File: config.mk
export PLATFORM = sky130hd
export DESIGN_NAME = debug_mem_dumper
export DESIGN_NICKNAME = d
export VERILOG_FILES = /design/src/rtl/debug_pkg.sv /design/src/rtl/word_serializer.sv /design/src/rtl/debug_mem_dumper.sv
export SDC_FILE = /design/constraint.sdc
export NUM_CORES = 1
export LEC_CHECK = 0
export CELL_PAD_IN_SITES_DETAIL_PLACEMENT = 0
export CELL_PAD_IN_SITES_GLOBAL_PLACEMENT = 1
export CORE_MARGIN = 4
export CORE_UTILIZATION = 40
export DETAILED_ROUTE_END_ITERATION = 10
export PLACE_DENSITY_LB_ADDON = 0.1
export RECOVER_POWER = 100
export SETUP_SLACK_MARGIN = 0.05
export SLEW_MARGIN = 20
export SYNTH_ARGS = -nofsm -noshare
export SYNTH_HDL_FRONTEND = slang
export SYNTH_SLANG_ARGS = --single-unit
File: constraint.sdc
create_clock -name i_clock -period 1.8 [get_ports i_clock]
set_input_delay 0.36 -clock i_clock [delete_from_list [all_inputs] [get_ports i_clock]]
set_output_delay 0.36 -clock i_clock [all_outputs]
set_load 0.03 [all_outputs]
File: src/rtl/debug_pkg.sv
// Shared definitions for the debug unit: default widths, data memory size and
// the memory dumper FSM state encoding.
package debug_pkg;

  localparam int unsigned DEF_NB_DATA    = 32;
  localparam int unsigned DEF_NB_BYTE    = 8;
  localparam int unsigned DATA_MEM_SLOTS = 128;

  typedef enum logic [2:0] {
    StIdle   = 3'd0,
    StRead   = 3'd1,
    StLatch  = 3'd2,
    StSend   = 3'd3,
    StWaitTx = 3'd4,
    StDone   = 3'd5
  } dumper_state_e;

endpackage

File: src/rtl/word_serializer.sv
// Holds one memory word and presents it a byte at a time, least significant
// byte first. o_last flags the final byte of the word.
module word_serializer #(
  parameter int unsigned NB_DATA = 32,
  parameter int unsigned NB_BYTE = 8
) (
  input  logic               i_clock,
  input  logic               i_reset,
  input  logic               i_load,
  input  logic               i_next,
  input  logic [NB_DATA-1:0] i_word,
  output logic [NB_BYTE-1:0] o_byte,
  output logic               o_last
);

  localparam int unsigned BytesPerWord = NB_DATA / NB_BYTE;
  localparam int unsigned NbIdx        = (BytesPerWord > 1) ? $clog2(BytesPerWord) : 1;

  logic [NB_DATA-1:0] word_q, word_d;
  logic [NbIdx-1:0]   idx_q, idx_d;

  // Load restarts at byte 0; next steps the index.
  always_comb begin
    word_d = word_q;
    idx_d  = idx_q;
    if (i_load) begin
      word_d = i_word;
      idx_d  = '0;
    end else if (i_next) begin
      idx_d = idx_q + 1'b1;
    end
  end

  // Word and byte index registers.
  always_ff @(posedge i_clock or posedge i_reset) begin
    if (i_reset) begin
      word_q <= '0;
      idx_q  <= '0;
    end else begin
      word_q <= word_d;
      idx_q  <= idx_d;
    end
  end

  assign o_byte = word_q[32'(idx_q) * NB_BYTE +: NB_BYTE];
  assign o_last = (idx_q == NbIdx'(BytesPerWord - 1));

endmodule

File: src/rtl/debug_mem_dumper.sv
// Walks the data memory through its debug read port and streams every word
// to the debug UART transmitter, least significant byte first.
module debug_mem_dumper
  import debug_pkg::*;
#(
  parameter int unsigned NB_DATA        = DEF_NB_DATA,
  parameter int unsigned NB_BYTE        = DEF_NB_BYTE,
  parameter int unsigned NUM_SLOTS      = DATA_MEM_SLOTS,
  parameter int unsigned NUM_DIREC      = $clog2(NUM_SLOTS),
  parameter int unsigned BYTES_PER_WORD = NB_DATA / NB_BYTE
) (
  input  logic                 i_clock,
  input  logic                 i_reset,
  input  logic                 i_start,
  input  logic [NB_DATA-1:0]   i_debug_read_mem,
  output logic [NUM_DIREC-1:0] o_debug_read_mem_address,
  output logic [NB_BYTE-1:0]   o_tx_data,
  output logic                 o_tx_start,
  input  logic                 i_tx_done,
  output logic                 o_busy,
  output logic                 o_done
);

  // Address of the last word; the dump ends there instead of wrapping.
  localparam logic [NUM_DIREC-1:0] LastAddr = NUM_DIREC'(NUM_SLOTS - BYTES_PER_WORD);
  localparam logic [NUM_DIREC-1:0] AddrStep = NUM_DIREC'(BYTES_PER_WORD);

  dumper_state_e        state_q, state_d;
  logic [NUM_DIREC-1:0] addr_q, addr_d;
  logic [NB_BYTE-1:0]   tx_data_q, tx_data_d;
  logic                 tx_start_q, tx_start_d;

  logic               ser_load;
  logic               ser_next;
  logic [NB_BYTE-1:0] ser_byte;
  logic               ser_last;

  word_serializer #(
    .NB_DATA (NB_DATA),
    .NB_BYTE (NB_BYTE)
  ) u_serializer (
    .i_clock (i_clock),
    .i_reset (i_reset),
    .i_load  (ser_load),
    .i_next  (ser_next),
    .i_word  (i_debug_read_mem),
    .o_byte  (ser_byte),
    .o_last  (ser_last)
  );

  // Next-state logic: memory read, latch, per-byte handshake with the UART.
  always_comb begin
    state_d    = state_q;
    addr_d     = addr_q;
    tx_data_d  = tx_data_q;
    tx_start_d = 1'b0;
    ser_load   = 1'b0;
    ser_next   = 1'b0;
    unique case (state_q)
      StIdle: begin
        if (i_start) begin
          addr_d  = '0;
          state_d = StRead;
        end
      end
      // Memory output settles one cycle after the address moves.
      StRead:  state_d = StLatch;
      StLatch: begin
        ser_load = 1'b1;
        state_d  = StSend;
      end
      StSend: begin
        tx_data_d  = ser_byte;
        tx_start_d = 1'b1;
        state_d    = StWaitTx;
      end
      StWaitTx: begin
        if (i_tx_done) begin
          if (!ser_last) begin
            ser_next = 1'b1;
            state_d  = StSend;
          end else if (addr_q == LastAddr) begin
            state_d = StDone;
          end else begin
            addr_d  = addr_q + AddrStep;
            state_d = StRead;
          end
        end
      end
      StDone:  state_d = StIdle;
      default: state_d = StIdle;
    endcase
  end

  // State, address and registered UART outputs.
  always_ff @(posedge i_clock or posedge i_reset) begin
    if (i_reset) begin
      state_q    <= StIdle;
      addr_q     <= '0;
      tx_data_q  <= '0;
      tx_start_q <= 1'b0;
    end else begin
      state_q    <= state_d;
      addr_q     <= addr_d;
      tx_data_q  <= tx_data_d;
      tx_start_q <= tx_start_d;
    end
  end

  assign o_debug_read_mem_address = addr_q;
  assign o_tx_data                = tx_data_q;
  assign o_tx_start               = tx_start_q;
  assign o_busy                   = (state_q != StIdle) && (state_q != StDone);
  assign o_done                   = (state_q == StDone);

endmodule

Word level (Yosys, flattened, before mapping)
Index checks and enable logic that the tools add are counted.

storage, ports and cells
  register bits = 53
  input bits = 36
  output and inout bits = 18
  logic and storage cells = 45

cells by class
  add/subtract/negate cells = 2
  equal/unequal tests = 12
  shift-type cells = 1
  mux-type cells = 17
  reduce and logical (&&, ||, !) cells = 7

operators with widths
  cell                                            number
  indexed part select 32 x 6 -> 8 bit             1
  2-to-1 mux 7 bit                                4
  one-hot mux 3 bit (5 select lines)              1
  one-hot mux 7 bit (2 select lines)              1
  2-to-1 mux 3 bit                                4
  != test 2 bit (second input constant)           4
  adder 7 x 3 -> 7 bit (second input constant)    1
  == test 7 bit (second input constant)           1
  == test 3 x 2 -> 1 bit (second input constant)  2
  == test 3 bit (second input constant)           2
  2-to-1 mux 1 bit                                5
  AND reduction 5 bit                             1
  2-to-1 mux 2 bit                                2
  nonzero test 2 bit                              2
  == test 3 x 1 -> 1 bit (second input constant)  1
  zero test 3 bit                                 1
  != test 3 bit (second input constant)           1
  nonzero test 3 bit                              1
  adder 2 x 1 -> 2 bit (second input constant)    1
  == test 2 bit (second input constant)           1
  AND reduction 2 bit                             1
  logical AND 1 bit                               1

Longest topological paths before layout
Gate-level depths: netlist of the first run.

  depth in word-level cells = 6
  mapped depth = 5

By module
A second synthesis of the first run with hierarchy kept.

unflattened totals
  cell total of the unflattened synthesis = 165
  area total of the unflattened synthesis = 2389.8 um^2

by module, submodules not included
  module            instances  cells an instance  area an instance (um^2)
  word_serializer   1          86                 1495.2
  debug_mem_dumper  1          79                 894.6

Least setup slack after synthesis of the first run
OpenSTA, ideal clock, no wires.

  kind = flip-flop to flip-flop
  start = register u_serializer.idx_q[1]
  end = register tx_data_q[7] (netlist: o_tx_data[7])
  library setup time = 125 ps
  arrival = 1415 ps
  data required time = 1675 ps
  path slack = 260 ps
  cell stages (with the launch flop) = 4
  cells stage by stage = dfrtp_1 -> clkbuf_1 -> mux4_2 -> mux2_2

between the ends
  longest elaborated chain between the ends = 1

RTL lines
  item                                 line                     text
  start, declared                      word_serializer.sv:20    logic [NbIdx-1:0] idx_q, idx_d;
  start signal, assigned               word_serializer.sv:41    idx_q <= idx_d;
  indexed part select 32 x 6 -> 8 bit  word_serializer.sv:45    assign o_byte = word_q[32'(idx_q) * NB_BYTE +: NB_BYTE];
  end signal, assigned                 debug_mem_dumper.sv:105  tx_data_q <= tx_data_d;
  end, declared                        debug_mem_dumper.sv:30   logic [NB_BYTE-1:0] tx_data_q, tx_data_d;

No other way between the ends.
A chain may end at the register's enable or synchronous reset.

Final worst setup path of the first run
  start = register state_q[2]
  end = register u_serializer.word_q[25]

between the ends
  longest elaborated chain between the ends = 2

RTL lines
  item                    line                     text
  start, declared         debug_mem_dumper.sv:28   dumper_state_e state_q, state_d;
  start signal, assigned  debug_mem_dumper.sv:98   state_q <= StIdle;
  start signal, assigned  debug_mem_dumper.sv:103  state_q <= state_d;
  == test 3 x 2 -> 1 bit  debug_mem_dumper.sv:59   unique case (state_q)
  2-to-1 mux 1 bit        debug_mem_dumper.sv:59
  end signal, assigned    word_serializer.sv:40    word_q <= word_d;
  end, declared           word_serializer.sv:19    logic [NB_DATA-1:0] word_q, word_d;

No other way between the ends.

==> flow_summary.ini, run 1 <==
[grt]
antenna_found_initial = 0
first_global_vias = 1673
global_route_wire_length_before_repair_um = 8270
overflow = 0
gr-usage-all-layers = 0.145
maximum_number_of_pins_on_one_net_before_global_route_repair = 52

[timing]
finalHoldViolations = 0
fin_ws_ns = 0.0755
tightestPinTransition_ns = 1.09
setup_violations = 0
final_max_slew_viol_count = 0
rsz_0062_raised_after_global_routing = yes
min_period_ns = 1.72
finalClockSkew_ns = 0.00560
max_freq_ghz = 0.580
period_share = 0.958
slew_headroom = 0.276

[setup_path]
start_kind = register
path_cells = buf_4 > nor3b_4 > clkbuf_4 > mux2_2
worst_path_max_delay_cell = sky130_fd_sc_hd__clkbuf_4
critical_path.max_stage_delay_ns = 0.47
worst-endpoint-required_ns = 1.98
critPathKind = reg2reg
maximum_fanout_along_the_worst_path = 35
path_buf_inv = 2
crit_family = buffers and inverters
arrival_ns = 1.91
type_of_element_capturing_the_critical_path = register

[job]
max-cap-violations = 0

[route]
postRouteAntennaNets = 0
post_drt_wl_per_cell_um = 15.7
route.detailed.vias_per_inst = 5.08
dr.pass1.iters = 3
drt_drc_violations_left = 0
drt-total-wl_um = 4690
route.vias.total = 1515
drt_first_iter_violations = 59

[placed_design]
number_of_buffers_added_on_ports = 51
hpwl_um = 3380
postPlaceCellArea_um2 = 2980
gpl.final_weighted_congestion = 0.878
post-place-ws_ns = -0.0286

[yosys]
synth.avg_cell_area_um2 = 14.1
postSynthRegisterBits = 51
netlist.top_cell.by_area = sky130_fd_sc_hd__dfrtp_1
synth.lib_cells_used.distinct = 33
netlist_area_um2 = 2330
synth.yosys.warnings = 0
post_synth_inst_count = 165
top_ff_cell_synth = sky130_fd_sc_hd__dfrtp_1
sequential_element_share_of_the_synthesized_area = 0.547
synth.area.top_cells = sky130_fd_sc_hd__dfrtp_1, sky130_fd_sc_hd__mux2_2, sky130_fd_sc_hd__mux2_1, sky130_fd_sc_hd__mux4_2, sky130_fd_sc_hd__buf_4
post_synth_most_frequent_cells = sky130_fd_sc_hd__dfrtp_1, sky130_fd_sc_hd__mux2_2, sky130_fd_sc_hd__mux2_1, sky130_fd_sc_hd__mux4_2, sky130_fd_sc_hd__buf_4
number_of_enable_type_register_cells_in_the_synthesized_netlist = 0
synth-async-reset-ratio = 1.00
netlist.area_leader.share = 0.547
yosysMostFrequentCell = sky130_fd_sc_hd__dfrtp_1

[clock_tree]
clock_latency_ns = 0.30
cts.reportedPaths.clkPinSlew_ns = 0.08
ctsRootBufferMaster = sky130_fd_sc_hd__clkbuf_8
cts_tree = built
htreeDepth = 2
cts_sinks = 51
clock_tree.buffer_depth = 2
cts_post_setup_buffers_inserted = 0
cts_made_buffers = 5

[floorplan]
row_count = 27
floorplan.die.width_um = 84.4
ioPinCount = 54
design.core.area_um2 = 5570
die_area_um2 = 7120
start_util = 0.419
die_height_um = 84.4

[cells_and_area]
post-route-util = 0.536
n_antenna_cell = 0
num-fill-cells = 483
final_net_count = 263
drive_above_1_share = 0.208
syn2layout_area_growth_pct = 27.9
postLayoutCellArea_um2 = 2990

[pwr]
worst_ir_drop_vdd_mv = 0.722
report.power.total_mw = 4.63
leakagePower_nw = 1.25
power.density_cell_area_nw_per_um2 = 1550

[status]
status = finished, final reports clean

[min_path]
worst_hold_check_path_type = reg2reg
[final cells by class]
class,count,area (um2),area share
clock buffer,7,76.3,0.0256
clock inverter,1,5.00,0.00168
inverter,5,18.8,0.00628
multi-input combinational,99,967,0.324
sequential,51,1280,0.427
tap,72,90.1,0.0302
timing repair buffer,63,553,0.185
[state kept, by name, summed over array words and instances, names as in the netlist]
signal,cells
o_debug_read_mem_address,5
o_tx_data,8
o_tx_start,1
state_q,3
u_serializer.idx_q,2
u_serializer.word_q,32
[worst reg2reg max path, delay by kind of cell, from the launching register on]
kind                   cells  cell delay, ns
flip-flops                 1            0.39
buffers and inverters      2            0.64
multiplexers               1            0.42
AND/OR/NAND/NOR            1            0.16
[per-stage QoR]
stage / TNS, ns / hold slack, ns / instances
after global placement: 0 / 0.462 / 290
after CTS: -0.0448 / 0.435 / 298
after floorplan: 0 / 0.452 / 166
after detailed placement: -0.0286 / 0.471 / 290
final: 0 / 0.486 / 298
after global routing: 0 / 0.504 / 298
[cell families after synthesis]
family | after synthesis | synth area share
adders and majority gates | 2 | 0.0107
AOI/OAI and AO/OA | 19 | 0.0568
and+or+nand+nor | 28 | 0.0745
muxes | 48 | 0.270
DFF | 51 | 0.547
other | 1 | 0.00161
buffers and inverters | 16 | 0.0397
[power breakdown]
part / internal [mW] / leakage (nW) / switching (mW)
Clock: 0.273 / 0.0422 / 0.345
Sequential: 1.68 / 0.620 / 0.264
Combinational: 1.09 / 0.585 / 0.975
[repair_timing]
item,in CTS,in global routing
endpoints found under the setup margin,7,4
pin swaps,0,0
gates resized for setup,9,6
hold buffers,0,0
cloned,0,0
[routing by layer]
layer	track usage	vias up	wire [um]
met2	0.242	35	2350
met3	0.0451	7	246
met4	0.0388	0	55
met1	0.185	754	2040
li1	-	719	-
met5	0	-	0
[worst paths after layout]
path,startpoint,endpoint,slack [ns],cells after the start
max in group asynchronous,i_reset,o_debug_read_mem_address[6],0.40,3
min in group asynchronous,i_reset,o_tx_start,0.73,3
hold reg to reg,u_serializer.word_q[23],u_serializer.word_q[23],0.49,1
hold / removal,u_serializer.word_q[23],u_serializer.word_q[23],0.49,1
setup reg to reg,state_q[2],u_serializer.word_q[25],0.08,4
setup / recovery,state_q[2],u_serializer.word_q[25],0.08,4
[placed cells by master, fill, tap and decap left out, drive strengths merged]
master and instances:
nand2b 1, inv 4, nor2b 3, clkdlybuf4s50 40, a211o 2, o22a 1, and4 1, or3 2
nor2 5, mux2 40, o21a 2, ha 2, o211ai 4, dfrtp 51, dlygate4sd2 5, a31oi 4
buf 8, conb 2, mux4 8, nand2 4, or3b 1, nand3 2, dlygate4sd3 2, clkinv 2
nor3b 2, nand4 4, clkbuf 15, a21oi 3, nand4b 1, o21bai 1, and3 2, o21ai 2
Note: power is estimated with default switching activity, not from simulation.
==> inputs of run 2 (changes only) <==
Settings changed: CORE_UTILIZATION 40 to 36, SLEW_MARGIN 20 to default.
Clock period 1.8 ns to 1.4 ns, I/O delays scaled along.
==> run 2 against run 1 <==
The run now ends with setup timing left. Largest cell class unchanged. Sequential cell count unchanged. Core utilization up 1.9 points. Final cell count up 9.4%. Combinational power up 100%. Power up 66%. Critical path type is now reg2out. Via count up 10%. Non-clock buffer count up 23. Routed wire length up 21%.
==> flow_summary.ini, run 2 (synthesis results as in run 1) <==
[setup_path]
start_kind = register
critPathKind = reg2out
type_of_element_capturing_the_critical_path = output port
worst-endpoint-required_ns = 1.12
arrival_ns = 1.34
maximum_fanout_along_the_worst_path = 3

[floorplan]
ioPinCount = 54
floorplan.die.width_um = 88.5
design.core.area_um2 = 6310
row_count = 29
die_area_um2 = 7840
die_height_um = 88.5
start_util = 0.370

[route]
dr.pass1.iters = 4
post_drt_wl_per_cell_um = 17.4
postRouteAntennaNets = 0
drt_drc_violations_left = 0
drt-total-wl_um = 5660
route.vias.total = 1673
route.detailed.vias_per_inst = 5.13
drt_first_iter_violations = 66

[grt]
global_route_wire_length_before_repair_um = 8820
global_route.usage.met2 = 0.247
gr-usage-all-layers = 0.147
gr-usage-met3 = 0.0317
globalRoute.busiestLayer = met2
global_route.usage.met1 = 0.193
first_global_vias = 1745
antenna_found_initial = 0
overflow = 0
maximum_number_of_pins_on_one_net_before_global_route_repair = 52

[timing]
max_freq_ghz = 0.618
fin_ws_ns = -0.218
tightestPinTransition_ns = 0.702
slew_headroom = 0.532
final_max_slew_viol_count = 0
finalClockSkew_ns = 0.00848
rsz_0062_raised_after_global_routing = yes
finalHoldViolations = 0
worst_hold_margin_ns = 0.512
setup_violations = 47
period_share = 1.16
min_period_ns = 1.62

[status]
status = finished with violations
failed_checks = setup timing

[cells_and_area]
syn2layout_area_growth_pct = 50.0
largest-register = u_serializer.word_q
largest_reg_flops = 32
postLayoutCellArea_um2 = 3500
final_net_count = 286
post-route-util = 0.555
commonest_non_fill_non_tap_cells_in_the_layout = sky130_fd_sc_hd__dfrtp_1, sky130_fd_sc_hd__mux2_4, sky130_fd_sc_hd__clkdlybuf4s50_1
final_common_cell = sky130_fd_sc_hd__dfrtp_1
n_antenna_cell = 0
drive_above_1_share = 0.466

[clock_tree]
htreeDepth = 2
cts.reportedPaths.clkPinSlew_ns = 0.08
cts_made_buffers = 5
cts_sinks = 51
ctsRootBufferMaster = sky130_fd_sc_hd__clkbuf_8
clock_tree.buffer_depth = 2
cts_tree = built
clock_latency_ns = 0.30

[placed_design]
number_of_buffers_added_on_ports = 51
postPlaceCellArea_um2 = 3110
gpl.final_weighted_congestion = 0.798
post-place-ws_ns = -0.337
hpwl_um = 3640

[pwr]
report.power.total_mw = 7.66
power.density_cell_area_nw_per_um2 = 2190
worst_ir_drop_vdd_mv = 0.923
leakagePower_nw = 1.53

[job]
max-cap-violations = 0

[min_path]
worst_hold_check_path_type = reg2reg
[run 2: critical path, cell delays in order, from the launching register on]
cell	delay, ns
sky130_fd_sc_hd__dfrtp_1	0.42
sky130_fd_sc_hd__nor2b_4	0.13
sky130_fd_sc_hd__or3_4	0.35
sky130_fd_sc_hd__buf_6	0.14
[run 2: report_power, final]
part	leakage [nW]	internal [mW]	switching (mW)	total, mW
Sequential	0.613	2.17	0.408	2.58
Clock	0.0505	0.450	0.477	0.927
Combinational	0.862	2.53	1.63	4.16
[run 2: what timing repair did]
| item | in CTS | in global routing |
|---|---|---|
| setup buffers | 5 | 4 |
| resized for setup | 59 | 38 |
| gates cloned | 3 | 1 |
| setup endpoints to repair | 60 | 58 |
| hold buffers | 0 | 0 |
| pin swaps | 2 | 7 |
| endpoints found under the hold margin | 0 | 0 |
[run 2: routing by layer]
layer	wire, um	up-vias
met2	2840	45
li1	-	774
met1	2450	846
met4	75	0
met5	0	-
met3	291	8
[run 2: stage by stage]
step                cells  setup TNS [ns]
global placement      306           -3.30
finish                326           -4.72
CTS                   322           -4.77
global route          326           -7.73
floorplan             166           -2.30
detailed placement    306           -4.25
[run 2: final timing paths]
check	from	to	slack [ns]	cells after the start
worst max register to register	state_q[0]	u_serializer.word_q[4]	-0.17	5
worst min-delay path	o_tx_data[0]	o_tx_data[0]	0.51	1
max in group asynchronous	i_reset	u_serializer.idx_q[1]	0.20	3
worst max-delay path	state_q[2]	o_busy	-0.22	3
min in group asynchronous	i_reset	u_serializer.word_q[21]	0.68	3
worst min register to register	o_tx_data[0]	o_tx_data[0]	0.51	1
[run 2: layout make-up]
class | count | area, um2
clock buffers | 7 | 96.3
flip-flops and latches | 51 | 1280
clock inverters | 1 | 7.51
fillers | 541 | 2810
repair buffers | 86 | 832
inverters | 5 | 22.5
well taps | 77 | 96.3
multi-input cells | 99 | 1170
==> inputs of run 3 (changes only) <==
Settings changed: ABC_CLOCK_PERIOD_IN_PS from default to 1400.
==> results of run 3 <==
No change in the layout: final DEF, timing and power equal those of run 2.
